--- config.mk ---
export PLATFORM = sky130hd
export DESIGN_NAME = serial_subtractor
export DESIGN_NICKNAME = d
export VERILOG_FILES = /design/src/rtl/serial_subtractor_pkg.sv /design/src/rtl/full_subtractor_1bit.sv /design/src/rtl/serial_subtractor.sv
export SDC_FILE = /design/constraint.sdc
export NUM_CORES = 1
export LEC_CHECK = 0
export ABC_AREA = 1
export CAP_MARGIN = 15
export CORE_UTILIZATION = 55
export DETAILED_ROUTE_END_ITERATION = 10
export PLACE_DENSITY = 0.83
export SKIP_CTS_REPAIR_TIMING = 1
export SYNTH_ARGS = -nofsm -noshare
export SYNTH_HDL_FRONTEND = slang
export SYNTH_SLANG_ARGS = --single-unit
--- constraint.sdc ---
create_clock -name i_clk -period 2.26 [get_ports i_clk]
set_input_delay 0.226 -clock i_clk [delete_from_list [all_inputs] [get_ports i_clk]]
set_output_delay 0.226 -clock i_clk [all_outputs]
set_load 0.03 [all_outputs]
--- src/rtl/serial_subtractor_pkg.sv ---
// Shared types and defaults for the bit-serial subtractor.
package serial_subtractor_pkg;

  localparam int DEFAULT_WIDTH = 8;

  typedef enum logic {
    ST_IDLE  = 1'b0,
    ST_SHIFT = 1'b1
  } state_t;

endpackage

--- src/rtl/full_subtractor_1bit.sv ---
// One-bit full subtractor: difference and borrow-out for a single bit position.
module full_subtractor_1bit (
  input  logic i_a,
  input  logic i_b,
  input  logic i_bin,
  output logic o_d,
  output logic o_bo
);

  assign o_d  = i_a ^ i_b ^ i_bin;
  assign o_bo = (~i_a & i_b) | (~(i_a ^ i_b) & i_bin);

endmodule

--- src/rtl/serial_subtractor.sv ---
// Bit-serial a - b - bin, LSB first, one bit per clock through a single subtractor cell.
//   state    | meaning
//   ST_IDLE  | waiting for start; result registers hold the last answer
//   ST_SHIFT | one operand bit pair consumed per clock, WIDTH clocks total
module serial_subtractor
  import serial_subtractor_pkg::*;
#(
  parameter int WIDTH = DEFAULT_WIDTH
) (
  input  logic             i_clk,
  input  logic             i_rst_n,
  input  logic             i_start,
  input  logic [WIDTH-1:0] i_a,
  input  logic [WIDTH-1:0] i_b,
  input  logic             i_bin,
  output logic             o_busy,
  output logic             o_done,
  output logic [WIDTH-1:0] o_diff,
  output logic             o_bout
);

  localparam int CNT_W = (WIDTH > 1) ? $clog2(WIDTH) : 1;

  state_t           r_state;
  state_t           w_state_nxt;
  logic [WIDTH-1:0] r_a;
  logic [WIDTH-1:0] r_b;
  logic [WIDTH-1:0] r_work;
  logic [WIDTH-1:0] r_diff;
  logic [CNT_W-1:0] r_cnt;
  logic             r_borrow;
  logic             r_bout;
  logic             r_done;
  logic             w_d;
  logic             w_bo;
  logic             w_accept;
  logic             w_last;

  full_subtractor_1bit u_cell (
    .i_a   (r_a[0]),
    .i_b   (r_b[0]),
    .i_bin (r_borrow),
    .o_d   (w_d),
    .o_bo  (w_bo)
  );

  always_comb begin
    w_state_nxt = r_state;
    w_accept    = 1'b0;
    w_last      = 1'b0;
    case (r_state)
      ST_IDLE: begin
        if (i_start) begin
          w_accept    = 1'b1;
          w_state_nxt = ST_SHIFT;
        end
      end
      ST_SHIFT: begin
        if (r_cnt == CNT_W'(WIDTH - 1)) begin
          w_last      = 1'b1;
          w_state_nxt = ST_IDLE;
        end
      end
      default: w_state_nxt = ST_IDLE;
    endcase
  end

  always_ff @(posedge i_clk or negedge i_rst_n) begin
    if (!i_rst_n) begin
      r_state <= ST_IDLE;
    end else begin
      r_state <= w_state_nxt;
    end
  end

  always_ff @(posedge i_clk or negedge i_rst_n) begin
    if (!i_rst_n) begin
      r_a      <= '0;
      r_b      <= '0;
      r_work   <= '0;
      r_diff   <= '0;
      r_cnt    <= '0;
      r_borrow <= 1'b0;
      r_bout   <= 1'b0;
      r_done   <= 1'b0;
    end else begin
      r_done <= w_last;
      if (w_accept) begin
        r_a      <= i_a;
        r_b      <= i_b;
        r_borrow <= i_bin;
        r_cnt    <= '0;
      end else if (r_state == ST_SHIFT) begin
        r_a      <= r_a >> 1;
        r_b      <= r_b >> 1;
        r_borrow <= w_bo;
        // Difference bits enter at the MSB so bit 0 lands at the LSB after WIDTH shifts.
        r_work   <= {w_d, r_work[WIDTH-1:1]};
        if (w_last) begin
          r_diff <= {w_d, r_work[WIDTH-1:1]};
          r_bout <= w_bo;
        end else begin
          r_cnt <= r_cnt + CNT_W'(1);
        end
      end
    end
  end

  assign o_busy = (r_state == ST_SHIFT);
  assign o_done = r_done;
  assign o_diff = r_diff;
  assign o_bout = r_bout;

endmodule

### Word level (Yosys, flattened, before mapping)

Cells that the tools add are included.

* logic and storage cells: 40
* output and inout bits: 11
* bits in registers: 39
* bits of input ports: 20

* muxes and demuxes: 15
* add/subtract/negate cells: 1
* bitwise operators: 9
* eq/ne operators: 2
* reduce and logical (&&, ||, !) cells: 4

Operators with widths (count)
* $mux W8: 4
* $mux W3: 3
* $mux W1: 7
* $not A1 Y1: 4
* $reduce_and A2 Y1: 2
* $add A3 B1 Y3 const B: 1
* $eq A3 B3 Y1 const B: 1
* $reduce_and A3 Y1: 1
* $and A1 B1 Y1: 2
* $ne A2 B2 Y1 const B: 1
* $pmux W1 S2: 1
* $reduce_bool A2 Y1: 1
* $xor A1 B1 Y1: 2
* $or A1 B1 Y1: 1

### Depth between registers and ports, before layout

* depth in word-level cells: 6
* depth in mapped cells: 7
* depth with buffers taken out: 7

### Cells and area by module

Synthesis repeated with hierarchy kept, for this count alone.

* cells, all modules: 179
* area total of the unflattened synthesis: 1773.0 sq um

By module, submodules not included
* serial_subtractor: instances 1, sequential area each 950.9 sq um, area each 1741.7 sq um, cells an instance 175
* full_subtractor_1bit: instances 1, sequential area each 0.0 sq um, area each 31.3 sq um, cells an instance 4

### Worst setup path after synthesis

OpenSTA, ideal clock, no wires.

* kind: register -> register
* from: register r_cnt[0]
* to: register r_bout (netlist: o_bout)
* path slack: 1.029 ns
* clock period less this slack: 1.231 ns
* data required time: 2.186 ns
* library setup time: 0.074 ns
* stages on the path, launching flop included: 7
* arrival time: 1.157 ns
* buffers on the path: 1
* cell sequence: dfrtp_1 > ha_1 > ha_1 > nand2_4 > buf_6 > nand2_1 > o21ai_2

* word-level cells in the longest chain between the ends: 4

RTL lines
* from (decl): line serial_subtractor.sv:30 `logic [CNT_W-1:0] r_cnt;`
* from (signal assigned): line serial_subtractor.sv:103 `r_cnt <= r_cnt + CNT_W'(1);`
* $eq A3 B3 Y1: line serial_subtractor.sv:59 `if (r_cnt == CNT_W'(WIDTH - 1)) begin`
* $mux W1: line serial_subtractor.sv:59
* $mux W1: line serial_subtractor.sv:51 `case (r_state)`
* $reduce_and A3 Y1 (no source line)
* to (signal assigned): line serial_subtractor.sv:101 `r_bout <= w_bo;`
* to (decl): line serial_subtractor.sv:32 `logic r_bout;`

Every way passes these cells.
A chain may end at the register's enable or synchronous reset.

### Worst setup path in the final report

* from: register r_bout (netlist: o_bout)
* to: output port o_bout

RTL lines
* to (decl): line serial_subtractor.sv:19 `output logic o_bout`

No word-level cell between the ends.

==> results.py <==
metrics = {
    "grt": {
        "grtUsageMet2": 0.341,
        "grt_first_pass_wirelength_mm": 5.13,
        "grt_util_all_layers": 0.204,
        "grt_pass1_vias": 1208,
        "overflow": 0,
        "grt_max_degree": 39,
        "grt-busiest-layer": "met2",
        "use_met1": 0.252,
        "grt_antenna_before_repair": 0,
        "met3_usage": 0.0603,
    },
    "synthesis": {
        "synth_adder_area_share": 0.0263,
        "syn_area_sq_mm": 0.00171,
        "syn_inst": 178,
        "avgSynthCellArea_sq_um": 9.62,
        "yosys_register_bits": 38,
        "synthXorXnorAreaFrac": 0,
        "synth_seq_area_share": 0.556,
        "syn_nets": 201,
        "yosysTopAreaCell": "dfrtp_1",
        "synth-compound-area-share": 0.0614,
        "synth-simple-area-share": 0.269,
        "synthTopCellsByArea": "dfrtp_1 (56%), nand2_1 (11%), nand3_1 (10%)",
        "synth_top_area_frac": 0.556,
        "ys.warnings.count": 0,
        "synth.area.mux_share": 0,
        "synth_top_family_by_area": "simple AND/OR/NAND/NOR gates",
        "ys_types": 16,
    },
    "critical_path": {
        "path_max_fanout": 2,
        "cp_top_family": "buffers and inverters",
        "cp.arrival_ps": 1390,
        "crit_chain": "clkdlybuf4s50_1",
        "max_stage_delay_ps": 680,
        "critPathLaunchType": "register",
        "endpoint_kind": "primary output",
        "critPathKind": "register to primary output",
        "path_buf_inv": 1,
        "rr_worst_depth": 4,
        "r2r_start": "o_busy$_DFF_PN0_",
        "reg2reg_slack_ps": 870,
        "slowest_stage": "clkdlybuf4s50_1",
        "rr_endpoint": "r_a[0]$_DFFE_PN0P_",
        "cp.required_ps": 2030,
    },
    "floorplanning": {
        "core-area_sq_mm": 0.00285,
        "die_x_um": 57.8,
        "die-area_sq_mm": 0.00334,
        "initial_core_util": 0.600,
        "num_io_pins": 31,
        "rows": 19,
        "dieHeight_um": 57.8,
    },
    "power": {
        "vdd_drop_max_v": 0.000654,
        "leakage_nw": 1.00,
        "p_per_area_mw_per_mm2": 1300,
    },
    "sta": {
        "fin_crit_ps": 1620,
        "skew_ps": 10.6,
        "hold_viol_final": 38,
        "relSlewSlack": 0.459,
        "fin_hold_ws_ps": -26.7,
        "slew_violations": 0,
        "worst_pin_slew_ps": 811,
        "worst_slack_ps": 640,
        "fin_crit_sh": 0.717,
        "fin_setup_tns_ps": 0,
        "fmax_mhz": 617,
        "rsz0062_at_grt": "false",
        "setup_viol": 0,
    },
    "cts": {
        "cts_buffers": 5,
        "cts_tree": "built",
        "cts_num_sinks": 38,
        "path_clk_slew_ps": 110,
        "clock_path_buffers": 2,
        "h-tree-depth": 2,
        "insertion_delay_ps": 330,
        "ctsRootBufferMaster": "clkbuf_4",
    },
    "final_layout": {
        "diodes": 0,
        "drive_above_1_share": 0.157,
        "areaGrowthSynthToFinish_pct": 18.9,
        "post-route-util": 0.713,
        "nets": 232,
        "n_fill_cell": 246,
    },
    "run": {
        "cap_violations": 0,
    },
    "drt": {
        "vias": 1239,
        "ant_nets": 0,
        "routed_wl_mm": 2.92,
        "wl_per_cell_um": 12.1,
        "avgViaCountPerCell": 5.14,
        "drc": 0,
        "dr.pass1.iters": 4,
        "drt-initial-drc-count": 76,
    },
    "place": {
        "io_buffers": 30,
        "gp_congestion": 0.822,
        "post-place-ws_ps": 875,
        "dp_hpwl_mm": 2.11,
    },
    "worst_hold_path": {
        "hold_path_class": "input port to async pin",
    },
    "status": {
        "violations": "hold timing",
        "run_status": "finished with violations",
    },
}
-- cell type report --
type                    instances  area (sq um)  share of cell area
clock buffers                   7          55.1              0.0271
well taps                      31          38.8              0.0191
inverters                      15          58.8              0.0289
multi-input cells             116           611               0.300
clock inverters                 1          5.00             0.00246
repair buffers                 33           315               0.155
flip-flops and latches         38           951               0.467
-- Yosys cell counts --
cell type  count
o21ai_2        8
dfrtp_1       38
ha_1           2
o21ai_0        7
buf_4          3
fa_1           1
nand2_1       51
buf_6          3
inv_1         14
nand2_4        1
nor2_8         1
inv_4          1
nand2_2       10
buf_8          2
nand3_1       35
buf_2          1
-- cells in the final DEF (no fill, tap or decap), drive strengths merged, types with 2 or more instances in the layout --
cell type,count
nand2,62
dfrtp,38
nand3,35
clkdlybuf4s50,28
inv,15
o21ai,15
clkbuf,7
buf,5
ha,2
-- where the power goes --
| part | switching (mW) | internal (mW) | total (mW) |
|---|---|---|---|
| sequential | 0.200 | 0.967 | 1.17 |
| combinational | 0.658 | 0.454 | 1.11 |
| clock | 0.208 | 0.151 | 0.359 |
-- layer usage --
layer | part of all wire | vias up | wire length [um]
met5 | 0 | - | 0
met1 | 0.44 | 569 | 1290
met4 | 0.012 | 0 | 34
met3 | 0.049 | 4 | 142
met2 | 0.50 | 37 | 1450
li1 | - | 629 | -
-- stage by stage --
step | area [sq um] | instances | total power, mW
floorplan | 1710 | 178 | 2.00
global placement | 1970 | 233 | 2.24
detailed placement | 1970 | 233 | 2.30
CTS | 2030 | 241 | 2.66
global route | 2030 | 241 | 2.83
finish | 2030 | 241 | 2.64
-- flip-flops by register name (all words and copies together), names as in the netlist --
signal,count
o_bout,1
r_b,8
o_done,1
r_work,7
r_a,8
r_cnt,3
o_diff,8
r_borrow,1
o_busy,1
-- kinds of logic (layout without fill, tap and decap cells) --
| kind of cell | Yosys count | in the layout |
|---|---|---|
| fa+ha+maj | 3 | 3 |
| compound gates | 15 | 15 |
| flops | 38 | 38 |
| buf+inv | 24 | 56 |
| simple gates | 98 | 98 |
-- worst max-delay path by stage --
stage	startpoint	end	slack, ps	cells past startpoint
finish	o_bout$_DFFE_PN0P_	o_bout	640	1
floorplan	r_cnt[0]$_DFFE_PN0P_	o_bout$_DFFE_PN0P_	1030	6
detailed placement	o_busy$_DFF_PN0_	r_a[0]$_DFFE_PN0P_	870	4
global placement	o_busy$_DFF_PN0_	r_a[3]$_DFFE_PN0P_	930	4
global route	o_busy$_DFF_PN0_	o_busy	590	1
CTS	o_bout$_DFFE_PN0P_	o_bout	640	1
Note: power is estimated with default switching activity, not from simulation.
